==> src/rtl/poly_synth_pkg.sv <==
// ============================================================================
// Module : poly_synth_pkg
// Brief  : Shared FSM states, waveform selectors, types and note increments
//          for the polyphonic synth engine.
// Rev    : 1.0 - initial release
// ============================================================================
`default_nettype none

package poly_synth_pkg;

    typedef enum logic [2:0] {
        ST_IDLE  = 3'd0,
        ST_ISSUE = 3'd1,
        ST_WAIT  = 3'd2,
        ST_ACC   = 3'd3,
        ST_OUT   = 3'd4
    } state_t;

    localparam logic [1:0] WAVE_ROM0   = 2'd0;
    localparam logic [1:0] WAVE_ROM1   = 2'd1;
    localparam logic [1:0] WAVE_SAW    = 2'd2;
    localparam logic [1:0] WAVE_SQUARE = 2'd3;

    typedef logic signed [15:0] sample_t;
    typedef logic        [23:0] phase_t;

    // A4 at the engine's frame rate; each octave doubles the increment
    localparam phase_t A4_INC = 24'h013491;
    localparam phase_t A5_INC = 24'h026922;
    localparam phase_t A6_INC = 24'h04D244;

endpackage

`default_nettype wire

==> src/rtl/poly_voice_alloc.sv <==
// ============================================================================
// Module : poly_voice_alloc
// Brief  : Voice table (active flags, increments) with note-on match/free/steal
//          and note-off release; emits per-voice phase load strobes.
// Rev    : 1.0 - initial release
// ============================================================================
`default_nettype none

module poly_voice_alloc #(
    parameter int NUM_VOICES = 4,
    parameter int PHASE_W    = 24
) (
    input  logic                  clk,
    input  logic                  rst,
    input  logic                  i_cmd_valid,
    input  logic                  i_cmd_on,
    input  logic [PHASE_W-1:0]    i_cmd_inc,
    output logic [NUM_VOICES-1:0] o_active,
    output logic [PHASE_W-1:0]    o_inc [NUM_VOICES],
    output logic [NUM_VOICES-1:0] o_load
);

    localparam int PTR_W = (NUM_VOICES > 1) ? $clog2(NUM_VOICES) : 1;

    logic [NUM_VOICES-1:0] active_q, active_d;
    logic [PHASE_W-1:0]    inc_q [NUM_VOICES];
    logic [PHASE_W-1:0]    inc_d [NUM_VOICES];
    logic [PTR_W-1:0]      ptr_q, ptr_d;
    logic [NUM_VOICES-1:0] match;
    logic [PTR_W-1:0]      free_idx;

    always_comb begin
        match    = '0;
        free_idx = '0;
        for (int i = 0; i < NUM_VOICES; i++) begin
            match[i] = active_q[i] && (inc_q[i] == i_cmd_inc);
        end
        // Downward scan leaves the lowest inactive index
        for (int i = NUM_VOICES - 1; i >= 0; i--) begin
            if (!active_q[i]) free_idx = PTR_W'(i);
        end
    end

    always_comb begin
        active_d = active_q;
        inc_d    = inc_q;
        ptr_d    = ptr_q;
        o_load   = '0;
        if (i_cmd_valid && (i_cmd_inc != '0)) begin
            if (!i_cmd_on) begin
                active_d = active_q & ~match;
            end else if (|match) begin
                o_load = match;
            end else if (&active_q) begin
                o_load[ptr_q] = 1'b1;
                inc_d[ptr_q]  = i_cmd_inc;
                ptr_d = (ptr_q == PTR_W'(NUM_VOICES - 1)) ? '0 : ptr_q + 1'b1;
            end else begin
                o_load[free_idx]   = 1'b1;
                inc_d[free_idx]    = i_cmd_inc;
                active_d[free_idx] = 1'b1;
            end
        end
    end

    always_ff @(posedge clk or posedge rst) begin
        if (rst) begin
            active_q <= '0;
            ptr_q    <= '0;
            for (int i = 0; i < NUM_VOICES; i++) inc_q[i] <= '0;
        end else begin
            active_q <= active_d;
            ptr_q    <= ptr_d;
            inc_q    <= inc_d;
        end
    end

    assign o_active = active_q;
    assign o_inc    = inc_q;

endmodule

`default_nettype wire

==> src/rtl/poly_synth.sv <==
// ============================================================================
// Module : poly_synth
// Brief  : Time-multiplexed polyphonic wavetable/saw/square engine mixing
//          NUM_VOICES voices into one audio FIFO sample per frame.
//          POLY_SYNTH_SAT_EN: clamp the mixed sample instead of wrapping.
// Rev    : 1.0 - initial release
// ============================================================================
`default_nettype none

module poly_synth
    import poly_synth_pkg::*;
#(
    parameter int NUM_VOICES = 4,
    parameter int PHASE_W    = 24,
    parameter int SAMPLE_W   = 16,
    parameter int ADDR_W     = 12,
    parameter int ROM_LAT    = 2,
    parameter int MIX_SHIFT  = 2
) (
    input  logic                  CLK,
    input  logic                  RESET,
    input  logic                  CMD_VALID,
    input  logic                  CMD_ON,
    input  logic [PHASE_W-1:0]    CMD_INC,
    input  logic [1:0]            WAVE_SEL,
    output logic [ADDR_W:0]       ROM_ADDR,
    input  logic [SAMPLE_W-1:0]   ROM_DATA,
    input  logic                  FIFO_FULL,
    output logic                  FIFO_WRITE,
    output logic [SAMPLE_W-1:0]   AUDIO_OUT,
    output logic [NUM_VOICES-1:0] ACTIVE
);

    localparam int VIDX_W = (NUM_VOICES > 1) ? $clog2(NUM_VOICES) : 1;
    localparam int ACC_W  = SAMPLE_W + $clog2(NUM_VOICES) + 1;
    localparam int WCNT_W = $clog2(ROM_LAT + 1);
    localparam logic signed [SAMPLE_W-1:0] SQ_MAX = {1'b0, {(SAMPLE_W-1){1'b1}}};

    state_t                   state_q, state_d;
    logic [VIDX_W-1:0]        v_q, v_d;
    logic [WCNT_W-1:0]        wcnt_q, wcnt_d;
    logic [1:0]               wsel_q, wsel_d;
    logic signed [ACC_W-1:0]  acc_q, acc_d;
    logic [ADDR_W:0]          rom_addr_q, rom_addr_d;
    logic [SAMPLE_W-1:0]      audio_q, audio_d;
    logic                     fifo_write_q, fifo_write_d;
    logic [PHASE_W-1:0]       phase_q [NUM_VOICES];
    logic [PHASE_W-1:0]       phase_d [NUM_VOICES];

    logic [NUM_VOICES-1:0]    active;
    logic [NUM_VOICES-1:0]    load;
    logic [PHASE_W-1:0]       inc [NUM_VOICES];
    logic signed [SAMPLE_W-1:0] sample_v;
    logic [SAMPLE_W-1:0]      mix_out;
    logic                     phase_step;

    poly_voice_alloc #(
        .NUM_VOICES (NUM_VOICES),
        .PHASE_W    (PHASE_W)
    ) u_alloc (
        .clk         (CLK),
        .rst         (RESET),
        .i_cmd_valid (CMD_VALID),
        .i_cmd_on    (CMD_ON),
        .i_cmd_inc   (CMD_INC),
        .o_active    (active),
        .o_inc       (inc),
        .o_load      (load)
    );

    always_comb begin
        sample_v = '0;
        if (active[v_q]) begin
            case (wsel_q)
                WAVE_SAW:    sample_v = {~phase_q[v_q][PHASE_W-1],
                                         phase_q[v_q][PHASE_W-2 -: SAMPLE_W-1]};
                WAVE_SQUARE: sample_v = phase_q[v_q][PHASE_W-1] ? -SQ_MAX : SQ_MAX;
                default:     sample_v = $signed(ROM_DATA);
            endcase
        end
    end

`ifdef POLY_SYNTH_SAT_EN
    localparam logic signed [ACC_W-1:0] SAT_HI =
        {{(ACC_W-SAMPLE_W+1){1'b0}}, {(SAMPLE_W-1){1'b1}}};
    localparam logic signed [ACC_W-1:0] SAT_LO = ~SAT_HI;
    logic signed [ACC_W-1:0] shifted;

    always_comb begin
        shifted = acc_q >>> MIX_SHIFT;
        if (shifted > SAT_HI)      mix_out = SAT_HI[SAMPLE_W-1:0];
        else if (shifted < SAT_LO) mix_out = SAT_LO[SAMPLE_W-1:0];
        else                       mix_out = shifted[SAMPLE_W-1:0];
    end
`else
    assign mix_out = SAMPLE_W'(acc_q >>> MIX_SHIFT);
`endif

    always_comb begin
        state_d      = state_q;
        v_d          = v_q;
        wcnt_d       = wcnt_q;
        wsel_d       = wsel_q;
        acc_d        = acc_q;
        rom_addr_d   = rom_addr_q;
        audio_d      = audio_q;
        fifo_write_d = 1'b0;
        phase_step   = 1'b0;
        case (state_q)
            ST_IDLE: begin
                if (!FIFO_FULL) begin
                    wsel_d  = WAVE_SEL;
                    v_d     = '0;
                    acc_d   = '0;
                    state_d = ST_ISSUE;
                end
            end
            ST_ISSUE: begin
                rom_addr_d = {wsel_q[0], phase_q[v_q][PHASE_W-1 -: ADDR_W]};
                wcnt_d     = '0;
                state_d    = ST_WAIT;
            end
            ST_WAIT: begin
                if (wcnt_q == WCNT_W'(ROM_LAT - 1)) state_d = ST_ACC;
                else                                wcnt_d  = wcnt_q + 1'b1;
            end
            ST_ACC: begin
                acc_d = acc_q + {{(ACC_W-SAMPLE_W){sample_v[SAMPLE_W-1]}}, sample_v};
                if (v_q == VIDX_W'(NUM_VOICES - 1)) begin
                    state_d = ST_OUT;
                end else begin
                    v_d     = v_q + 1'b1;
                    state_d = ST_ISSUE;
                end
            end
            ST_OUT: begin
                if (!FIFO_FULL) begin
                    audio_d      = mix_out;
                    fifo_write_d = 1'b1;
                    phase_step   = 1'b1;
                    state_d      = ST_IDLE;
                end
            end
            default: state_d = ST_IDLE;
        endcase
    end

    // A load strobe from the allocator overrides the frame-end phase step
    always_comb begin
        for (int i = 0; i < NUM_VOICES; i++) begin
            if (load[i])                        phase_d[i] = '0;
            else if (phase_step && active[i])   phase_d[i] = phase_q[i] + inc[i];
            else                                phase_d[i] = phase_q[i];
        end
    end

    always_ff @(posedge CLK or posedge RESET) begin
        if (RESET) begin
            state_q      <= ST_IDLE;
            v_q          <= '0;
            wcnt_q       <= '0;
            wsel_q       <= '0;
            acc_q        <= '0;
            rom_addr_q   <= '0;
            audio_q      <= '0;
            fifo_write_q <= 1'b0;
            for (int i = 0; i < NUM_VOICES; i++) phase_q[i] <= '0;
        end else begin
            state_q      <= state_d;
            v_q          <= v_d;
            wcnt_q       <= wcnt_d;
            wsel_q       <= wsel_d;
            acc_q        <= acc_d;
            rom_addr_q   <= rom_addr_d;
            audio_q      <= audio_d;
            fifo_write_q <= fifo_write_d;
            phase_q      <= phase_d;
        end
    end

    assign ROM_ADDR   = rom_addr_q;
    assign FIFO_WRITE = fifo_write_q;
    assign AUDIO_OUT  = audio_q;
    assign ACTIVE     = active;

endmodule

`default_nettype wire

==> config.mk <==
export PLATFORM = sky130hd
export DESIGN_NAME = poly_synth
export DESIGN_NICKNAME = d
export VERILOG_FILES = /design/src/rtl/poly_synth_pkg.sv /design/src/rtl/poly_voice_alloc.sv /design/src/rtl/poly_synth.sv
export SDC_FILE = /design/constraint.sdc
export NUM_CORES = 1
export LEC_CHECK = 0
export BUFFER_PORTS_ARGS = -buffer_cell sky130_fd_sc_hd__buf_2
export CELL_PAD_IN_SITES_DETAIL_PLACEMENT = 0
export CELL_PAD_IN_SITES_GLOBAL_PLACEMENT = 1
export CORE_ASPECT_RATIO = 0.8
export CORE_MARGIN = 5
export CORE_UTILIZATION = 30
export CTS_BUF_LIST = sky130_fd_sc_hd__clkbuf_8
export DETAILED_ROUTE_END_ITERATION = 16
export GPL_TIMING_DRIVEN = 0
export HOLD_SLACK_MARGIN = 0.12
export PLACE_DENSITY = 0.66
export SLEW_MARGIN = 15
export SYNTH_ARGS = -nofsm -noshare
export SYNTH_HDL_FRONTEND = slang
export SYNTH_SLANG_ARGS = --single-unit
==> constraint.sdc <==
create_clock -name CLK -period 17.8 [get_ports CLK]
set_input_delay 3.56 -clock CLK [delete_from_list [all_inputs] [get_ports CLK]]
set_output_delay 3.56 -clock CLK [all_outputs]
set_load 0.02 [all_outputs]
==> results of run 1 <==
critical path: stages:
cell	delay [ns]
buf_4	0.18
xnor2_1	0.32
nand4_1	0.15
nor4_1	0.68
a41oi_1	0.34
nand4_1	0.29
a21oi_2	0.16
a21oi_1	0.64
buf_2	0.39
a22o_1	0.19
synthesized netlist by cell type (12+ instances only):
master    count
a21o_1       45
nor3_1       21
ha_1        115
nor2_1       73
xor2_1       51
o211ai_1     22
mux2_2      103
nand4_1      35
xnor2_1     132
a21oi_1      90
or3_1        12
a22o_1       64
o21bai_1     17
dfrtp_1     255
o21ai_0      72
buf_4        23
buf_2        23
nand2b_1     33
inv_1        41
mux4_2       17
nand2_1     159
clkbuf_1     31
nor4_1       16
nand3_1      23
worst min path at each step:
stage	start	endpoint	slack (ns)	cells past startpoint
6_report	phase_q[71]	phase_q[71]	0.48	1
3_3_place_gp	phase_q[71]	phase_q[71]	0.47	1
2_1_floorplan	phase_q[71]	phase_q[71]	0.45	1
4_1_cts	phase_q[71]	phase_q[71]	0.48	1
3_5_place_dp	phase_q[71]	phase_q[71]	0.47	1
5_1_grt	AUDIO_OUT[6]	AUDIO_OUT[6]	0.51	1
state kept, by name (all words and copies together), names as in the netlist:
signal,cells
u_alloc.o_active,4
wcnt_q,2
state_q,3
u_alloc.ptr_q,2
FIFO_WRITE,1
phase_q,96
acc_q,18
v_q,2
ROM_ADDR,13
AUDIO_OUT,16
wsel_q,2
u_alloc.o_inc,96
area by class of cell:
class	instances	area (sq um)
flip-flops and latches	255	6380
plain buffers	82	423
clock inverters	22	101
inverters	42	165
diodes	3	7.51
well taps	750	938
multi-input cells	1266	9670
repair buffers	59	343
fillers	5671	36300
clock buffers	57	785
per-layer routing:
metal  up-vias  global-route usage [%]
met4         0                    4.10
met2       311                    25.7
met3        72                    2.67
met5         -                       0
met1      6582                    23.8
li1       6247                       -
logic make-up (layout without fill, tap and decap cells):
group | count (synthesis) | after routing | share of synthesized area, %
AO/OA/AOI/OAI | 421 | 421 | 17.7
XOR/XNOR | 183 | 183 | 9.64
adder cells (fa/ha/maj) | 120 | 120 | 9.26
buffers and inverters | 124 | 262 | 3.49
flip-flops | 255 | 255 | 38.4
multiplexers | 123 | 123 | 9.46
other | 0 | 3 | 0
AND/OR/NAND/NOR | 419 | 419 | 12.1
power by group:
part / internal (mW) / switching, mW / leakage [nW]
registers: 0.810 / 0.260 / 3.29
logic: 0.773 / 0.897 / 4.95
clock network: 0.287 / 0.264 / 0.509
total: 1.87 / 1.42 / 8.75
per-stage QoR:
step / std cells / utilization (%)
2_1_floorplan: 1645 / -
3_3_place_gp: 2451 / 32.4
3_5_place_dp: 2454 / 32.5
4_1_cts: 2533 / 34.1
5_1_grt: 2534 / 34.1
6_report: 2536 / 34.1
==> summary.txt, run 1 <==
Setup crit end - phase_q[31]
post-route cell area - 18800 sq um
# Max-Cap Violations - 0
pwr dens - 175 nW/um^2
largest net degree at the start of global routing - 95
Final min period - 6.39 ns
Routed met2 length - 22.1 mm
CTS Buffer Depth - 3
routed wl met3 - 2.64 mm
CTS Buf Count - 46
Hold Buf Count CTS - 0
Most used DFF post-synth - dfrtp_1
Die H - 221 um
most frequent cells in the layout - dfrtp_1, nand2_1, xnor2_1
area leader, netlist - dfrtp_1
vias per cell - 5.21
I/O pin count - 81
Iteration-0 DRC Markers - 815
yosys warns - 0
worst clock skew - 0.0333 ns
Mapped Avg Cell Area - 10.1 sq um
Worst Hold Class - reg2reg
Core Rows - 77
status - finished, final reports clean
ANT nets after route - 0
sequential-to-total area share from yosys stat - 38.4%
wire per inst - 20.0 um
dpl hpwl - 39.1 mm
asr flop ratio synth - 100%
Die ar. - 60300 sq um
FF-to-FF End - acc_q[12]
f_max - 156 MHz
Fin. Hold Viols - 0
most common cell after layout, fill and taps aside - dfrtp_1
Final GP Congestion - 0.851
unrepaired setup endpoints after global routing - no
top cell type's share of synthesized area - 38.4%
Slew HR - 36.8%
Critical Path End Type - flop
core area - 55100 sq um
final worst-path setup slack - 11.41 ns
CP Data Arrival Time - 6.92 ns
CP max FO - 10
vias in the first global route - 13000
die width - 273 um
startpoint types - input pin
Final setup viols - 0
routed via count - 13200
Gates resized, CTS repair - 0
PortBufs - 56
Reg clk slew, reported paths - 0.06 ns
DR top layer - met4
Num Clock Sinks - 255
initial core utilization - 30.2%
pre-CTS setup slack - 10.90 ns
hold_ws - 0.484 ns
worst skew pair latency - 0.59 ns
Tot Pwr - 3.29 mW
WP data required - 18.33 ns
ratio of cells with drive above 1 in the final layout - 17.1%
area of the mapped netlist - 16600 sq um
first-pass iteration count of the detailed router - 5
Worst Tran Pin Value - 0.947 ns
Post-Route WL - 50.6 mm
postcts setup bufs - 0
clk root buf - clkbuf_8
nets - 1919
Critical Path Start - CMD_INC[0]
first-pass GRT wire length - 77.1 mm
grt ovf - 0
Layout area overhead - 13.2%
worst vdd ir - 0.0706 mV
Mapped Nets - 1812
antenna violations before repair - 3
Syn Inst Count - 1645
sum of negative setup slack - 0 ns
CP Class - in2reg
CTS H-tree depth - 2
fin crit share - 35.9%
leakage - 8.75 nW
CTS tree - built
top post-synthesis cells by area - dfrtp_1, ha_1, mux2_2
Yosys cell types - 79
Tot GR Track Use - 16.4%
DP Area - 17900 sq um
drt drc - 0
number of enable flip-flop cells after synthesis - 0
max-slew violations - 0
FF-to-FF setup slack - 12.63 ns
R2R depth - 16
Reg-to-Reg Start - v_q[0]
Yosys reg bits - 255
metal1 wirelength - 24.7 mm
(Power assumes the default switching activity.)
==> run 2, diff against run 1 <==
--- a/config.mk
+++ b/config.mk
@@ -15,7 +15,7 @@
 export DETAILED_ROUTE_END_ITERATION = 16
 export GPL_TIMING_DRIVEN = 0
 export HOLD_SLACK_MARGIN = 0.12
-export PLACE_DENSITY = 0.66
+export PLACE_DENSITY = 0.67
 export SLEW_MARGIN = 15
 export SYNTH_ARGS = -nofsm -noshare
 export SYNTH_HDL_FRONTEND = slang
==> constraint.sdc (replaced) <==
create_clock -name CLK -period 5.4 [get_ports CLK]
set_input_delay 1.08 -clock CLK [delete_from_list [all_inputs] [get_ports CLK]]
set_output_delay 1.08 -clock CLK [all_outputs]
set_load 0.02 [all_outputs]
==> summary.txt, run 2 (synthesis results as in run 1) <==
worst clock skew - 0.0394 ns
die width - 273 um
status - finished, final reports clean
Die ar. - 60300 sq um
CP max stage delay - 0.70 ns
Iteration-0 DRC Markers - 996
Reg-to-Reg Start - v_q[0]
leakage - 8.80 nW
sequential group share of total power - 32.8%
core area - 55100 sq um
Routed met2 length - 22.2 mm
Final GP Congestion - 0.869
Critical Path Start - v_q[0]
antenna violations before repair - 0
Fin. Hold Viols - 0
Hold Startpoint - phase_q[75]
WP depth - 14
CTS Buf Count - 46
Reg clk slew, reported paths - 0.06 ns
metal1 wirelength - 24.7 mm
fin cells - 2541
f_max - 198 MHz
pwr dens - 572 nW/um^2
WHS Path Cells - 2
Worst Tran Pin Value - 0.850 ns
Post-Route WL - 50.9 mm
Final setup viols - 0
first-pass GRT wire length - 77.2 mm
most frequent cells in the layout - dfrtp_1, nand2_1, xnor2_1
Layout area overhead - 13.6%
vias per cell - 5.18
DR top layer - met4
first-pass iteration count of the detailed router - 5
I/O pin count - 81
Die H - 221 um
placed insts - 2461
max-slew violations - 0
postcts setup bufs - 0
unrepaired setup endpoints after global routing - no
dpl hpwl - 39.6 mm
Worst path slowest cell - mux4_2
CTS Buffer Depth - 3
fin crit share - 93.6%
largest net degree at the start of global routing - 34
Critical Path End Type - flop
worst vdd ir - 0.276 mV
CP Data Arrival Time - 5.49 ns
Hold Buf Count CTS - 0
routed wl met3 - 2.94 mm
CP top delay family - compound AO/OA/AOI/OAI gates
grt ovf - 0
Critical path buffers and inverters - 1
ratio of cells with drive above 1 in the final layout - 17.1%
CP Class - reg2reg
vias in the first global route - 12900
Pint - 6.12 mW
Final min period - 5.06 ns
Tot Pwr - 10.8 mW
R2R depth - 14
sum of negative setup slack - 0 ns
worst skew pair latency - 0.60 ns
# Max-Cap Violations - 0
CTS H-tree depth - 2
ANT nets after route - 0
startpoint types - flop
Sw Share - 43.4%
Sw Pwr - 4.70 mW
initial core utilization - 30.2%
most frequent CP cell - a21o_1
Tot GR Track Use - 16.5%
nets - 1925
most common cell after layout, fill and taps aside - dfrtp_1
drt drc - 0
n_diodes - 0
routed via count - 13200
Worst Hold Class - reg2reg
Num Clock Sinks - 255
CTS tree - built
wire per inst - 20.0 um
worst-path cell chain - buf_2 > mux4_2 > nand2b_1 > a311oi_1 > ha_1 > a21o_1 > a21o_1 > a21o_1 > o311a_1 > o221a_2 > or3_1 > a311o_1 > o311ai_0 > o211ai_1
Core Rows - 77
CP max FO - 18
Clk pwr share - 16.1%
combinational share of power - 51.1%
Gates resized, CTS repair - 0
clk root buf - clkbuf_8
Slew HR - 42.8%
WP data required - 5.83 ns
PortBufs - 56
==> run 2: power by group through the flow <==
stage,clock network [mW],registers (mW),logic (mW)
2_1_floorplan,0,3.31,4.28
3_3_place_gp,0,3.53,5.37
3_5_place_dp,0,3.56,5.48
4_1_cts,1.81,3.53,5.51
5_1_grt,1.90,3.63,6.14
6_report,1.75,3.54,5.53
==> run 2: path summary, 6_finish.rpt <==
kind	to	slack, ns
min in group asynchronous	u_alloc.o_inc[90]	0.53
max	acc_q[17]	0.34
max reg2reg	acc_q[17]	0.34
min reg2reg	phase_q[75]	0.49
max in group asynchronous	u_alloc.o_inc[17]	3.92
min	phase_q[75]	0.49
==> run 2: final cells by class <==
| cell class | count | area (sq um) |
|---|---|---|
| plain buffers | 81 | 419 |
| clock buffers | 53 | 729 |
| clock inverters | 28 | 119 |
| fillers | 5688 | 36200 |
| inverters | 42 | 161 |
| multi-input cells | 1266 | 9670 |
| flip-flops and latches | 255 | 6380 |
| well taps | 750 | 938 |
| repair buffers | 66 | 475 |
==> run 2: metal layers <==
| metal | up-vias | track usage [%] |
|---|---|---|
| met2 | 299 | 25.4 |
| met5 | - | 0 |
| met1 | 6548 | 24.1 |
| li1 | 6247 | - |
| met3 | 74 | 3.26 |
| met4 | 0 | 3.51 |
==> run 2: through the flow <==
stage          utilization [%]  hold slack [ns]  setup slack, ns  cell area (sq um)
4_1_cts                   34.3            0.499            0.294              18900
3_3_place_gp              32.4            0.470           -0.929              17800
2_1_floorplan                -            0.445            0.962              16600
3_5_place_dp              32.8            0.482            0.302              18000
6_report                  34.3            0.495            0.344              18900
5_1_grt                   34.3            0.523           0.0521              18900
==> run 2: worst register-to-register path, cell delays in order (launching register included) <==
cell      delay [ns]
dfrtp_1         0.34
buf_2           0.55
mux4_2          0.70
nand2b_1        0.23
a311oi_1        0.53
ha_1            0.34
a21o_1          0.20
a21o_1          0.21
a21o_1          0.20
o311a_1         0.33
o221a_2         0.30
or3_1           0.43
a311o_1         0.32
o311ai_0        0.11
o211ai_1        0.14
==> run 3, diff against run 2 <==
--- a/config.mk
+++ b/config.mk
@@ -15,7 +15,7 @@
 export DETAILED_ROUTE_END_ITERATION = 16
 export GPL_TIMING_DRIVEN = 0
 export HOLD_SLACK_MARGIN = 0.12
-export PLACE_DENSITY = 0.67
+export PLACE_DENSITY = 0.56
 export SLEW_MARGIN = 15
 export SYNTH_ARGS = -nofsm -noshare
 export SYNTH_HDL_FRONTEND = slang
==> constraint.sdc (replaced) <==
create_clock -name CLK -period 5.4 [get_ports CLK]
set_input_delay 0.27 -clock CLK [delete_from_list [all_inputs] [get_ports CLK]]
set_output_delay 0.27 -clock CLK [all_outputs]
set_load 0.1 [all_outputs]
==> summary.txt, run 3 (synthesis results as in run 1) <==
Critical Path Start - v_q[1]
status - finished, final reports clean
worst vdd ir - 0.281 mV
Worst path slowest cell - clkbuf_1
FF+latch area - 6380 sq um
R2R depth - 16
Final GP Congestion - 0.828
ANT nets after route - 0
Iteration-0 DRC Markers - 763
Critical Path End Type - flop
vias in the first global route - 13300
WP data required - 5.91 ns
Final min period - 4.93 ns
largest net degree at the start of global routing - 35
CP max FO - 10
wire per inst - 20.8 um
FF-to-FF End - acc_q[12]
CTS Buffer Depth - 3
Reg clk slew, reported paths - 0.07 ns
fin crit share - 91.4%
nets - 1962
post-route cell area - 19500 sq um
first-pass GRT wire length - 82.0 mm
Tot Pwr - 11.8 mW
grt ovf - 0
pwr dens - 608 nW/um^2
Post-Route WL - 54.0 mm
f_max - 203 MHz
Layout fillers - 5667
CTS H-tree depth - 2
Setup crit end - acc_q[12]
WP depth - 16
routed via count - 13200
clk root buf - clkbuf_8
unrepaired setup endpoints after global routing - no
Tot GR Track Use - 17.9%
worst-path cell chain - clkbuf_1 > clkbuf_1 > mux4_2 > nor2_1 > a211oi_1 > ha_1 > fa_1 > a21o_1 > a21oi_1 > o21bai_1 > a21oi_1 > o21bai_1 > a41o_1 > o21ai_0 > nand2b_1 > a32o_1
first-pass iteration count of the detailed router - 5
fin cells - 2591
CTS Buf Count - 50
CP top delay family - compound AO/OA/AOI/OAI gates
initial core utilization - 30.2%
sum of negative setup slack - 0 ns
Fin. Hold Viols - 0
Num Clock Sinks - 255
worst clock skew - 0.0249 ns
Die ar. - 60300 sq um
FF-to-FF setup slack - 0.47 ns
vias per cell - 5.10
Core Rows - 77
PortBufs - 56
worst skew pair latency - 0.64 ns
DP Area - 18000 sq um
most frequent cells in the layout - dfrtp_1, nand2_1, xnor2_1
I/O pin count - 81
placed insts - 2461
Final setup viols - 0
ratio of cells with drive above 1 in the final layout - 18.0%
startpoint types - flop
most common cell after layout, fill and taps aside - dfrtp_1
Layout area overhead - 17.1%
Reg-to-Reg Start - v_q[1]
Worst Hold Class - in2reg
# Max-Cap Violations - 0
die width - 273 um
dpl hpwl - 41.4 mm
Die H - 221 um
leakage - 9.05 nW
CP max stage delay - 0.63 ns
CP Class - reg2reg
max-slew violations - 0
core area - 55100 sq um
Slew HR - 41.3%
CTS tree - built
Worst Tran Pin Value - 0.881 ns
antenna violations before repair - 2
CP Data Arrival Time - 5.44 ns
Critical path buffers and inverters - 2
Multi-input gate area - 9670 sq um
drt drc - 0
==> run 3: changes by cell type in the layout (fill, tap and decap cells not counted) <==
cell and change:
bufinv_16 +1, clkbuf_2 +1, clkbuf_8 +15, clkinv_2 +7, clkinvlp_4 -2, diode_2 +4
dlygate4sd3_1 +32, inv_1 -10, inv_6 +2
==> run 3: power by group <==
group          internal [mW]  leakage [nW]  switching [mW]
clock                   1.17         0.618           0.960
sequential              2.67          3.29           0.874
combinational           2.58          5.14            3.56
total                   6.43          9.05            5.40
==> run 3: worst min-delay path by stage <==
stage	depth (start not counted)	endpoint	from	slack [ns]
floorplan	1	wsel_q[0]	WAVE_SEL[0]	0.42
global placement	1	phase_q[71]	phase_q[71]	0.47
detailed placement	2	phase_q[77]	RESET	0.23
CTS	5	u_alloc.o_active[1]	CMD_ON	0.16
global route	5	u_alloc.o_active[0]	CMD_ON	0.19
finish	5	u_alloc.o_active[1]	CMD_ON	0.22
==> run 3: timing repair <==
item                                    4_1_cts  5_1_grt
endpoints found under the setup margin        0        3
setup buffers                                 0        0
hold buffers                                 32        0
gates resized for setup                       0        2
endpoints found under the hold margin       219        0
==> run 3: final cells by class <==
class,instances,area share (%)
antenna,4,0.0514
buffer,82,2.18
clock buffer,68,4.81
clock inverter,26,0.765
inverter,42,0.829
multi-input combinational,1266,49.7
sequential,255,32.8
tap,750,4.82
timing repair buffer,98,4.09
==> run 3: worst register-to-register path: stages (launching register included) <==
cell and delay [ns]:
dfrtp_1 0.35, clkbuf_1 0.45, clkbuf_1 0.63, mux4_2 0.48, nor2_1 0.11, a211oi_1 0.09, ha_1 0.25, fa_1 0.47
a21o_1 0.22, a21oi_1 0.27, o21bai_1 0.10, a21oi_1 0.24, o21bai_1 0.11, a41o_1 0.34, o21ai_0 0.38, nand2b_1 0.10
a32o_1 0.25
==> run 3: through the flow <==
| step | setup slack (ns) | util [%] | hold slack [ns] |
|---|---|---|---|
| 2_1_floorplan | 0.801 | - | 0.422 |
| 3_3_place_gp | -0.264 | 32.4 | 0.467 |
| 3_5_place_dp | 0.284 | 32.8 | 0.227 |
| 4_1_cts | 0.233 | 35.3 | 0.159 |
| 5_1_grt | 0.0923 | 35.3 | 0.185 |
| 6_report | 0.465 | 35.3 | 0.217 |
==> run 3: per-layer routing <==
layer | up-vias | global-route usage, % | routed length, um
li1 | 6355 | - | -
met3 | 83 | 2.81 | 2110
met5 | - | 0 | 0
met2 | 238 | 27.5 | 23500
met1 | 6551 | 26.0 | 26900
met4 | 0 | 5.24 | 1480
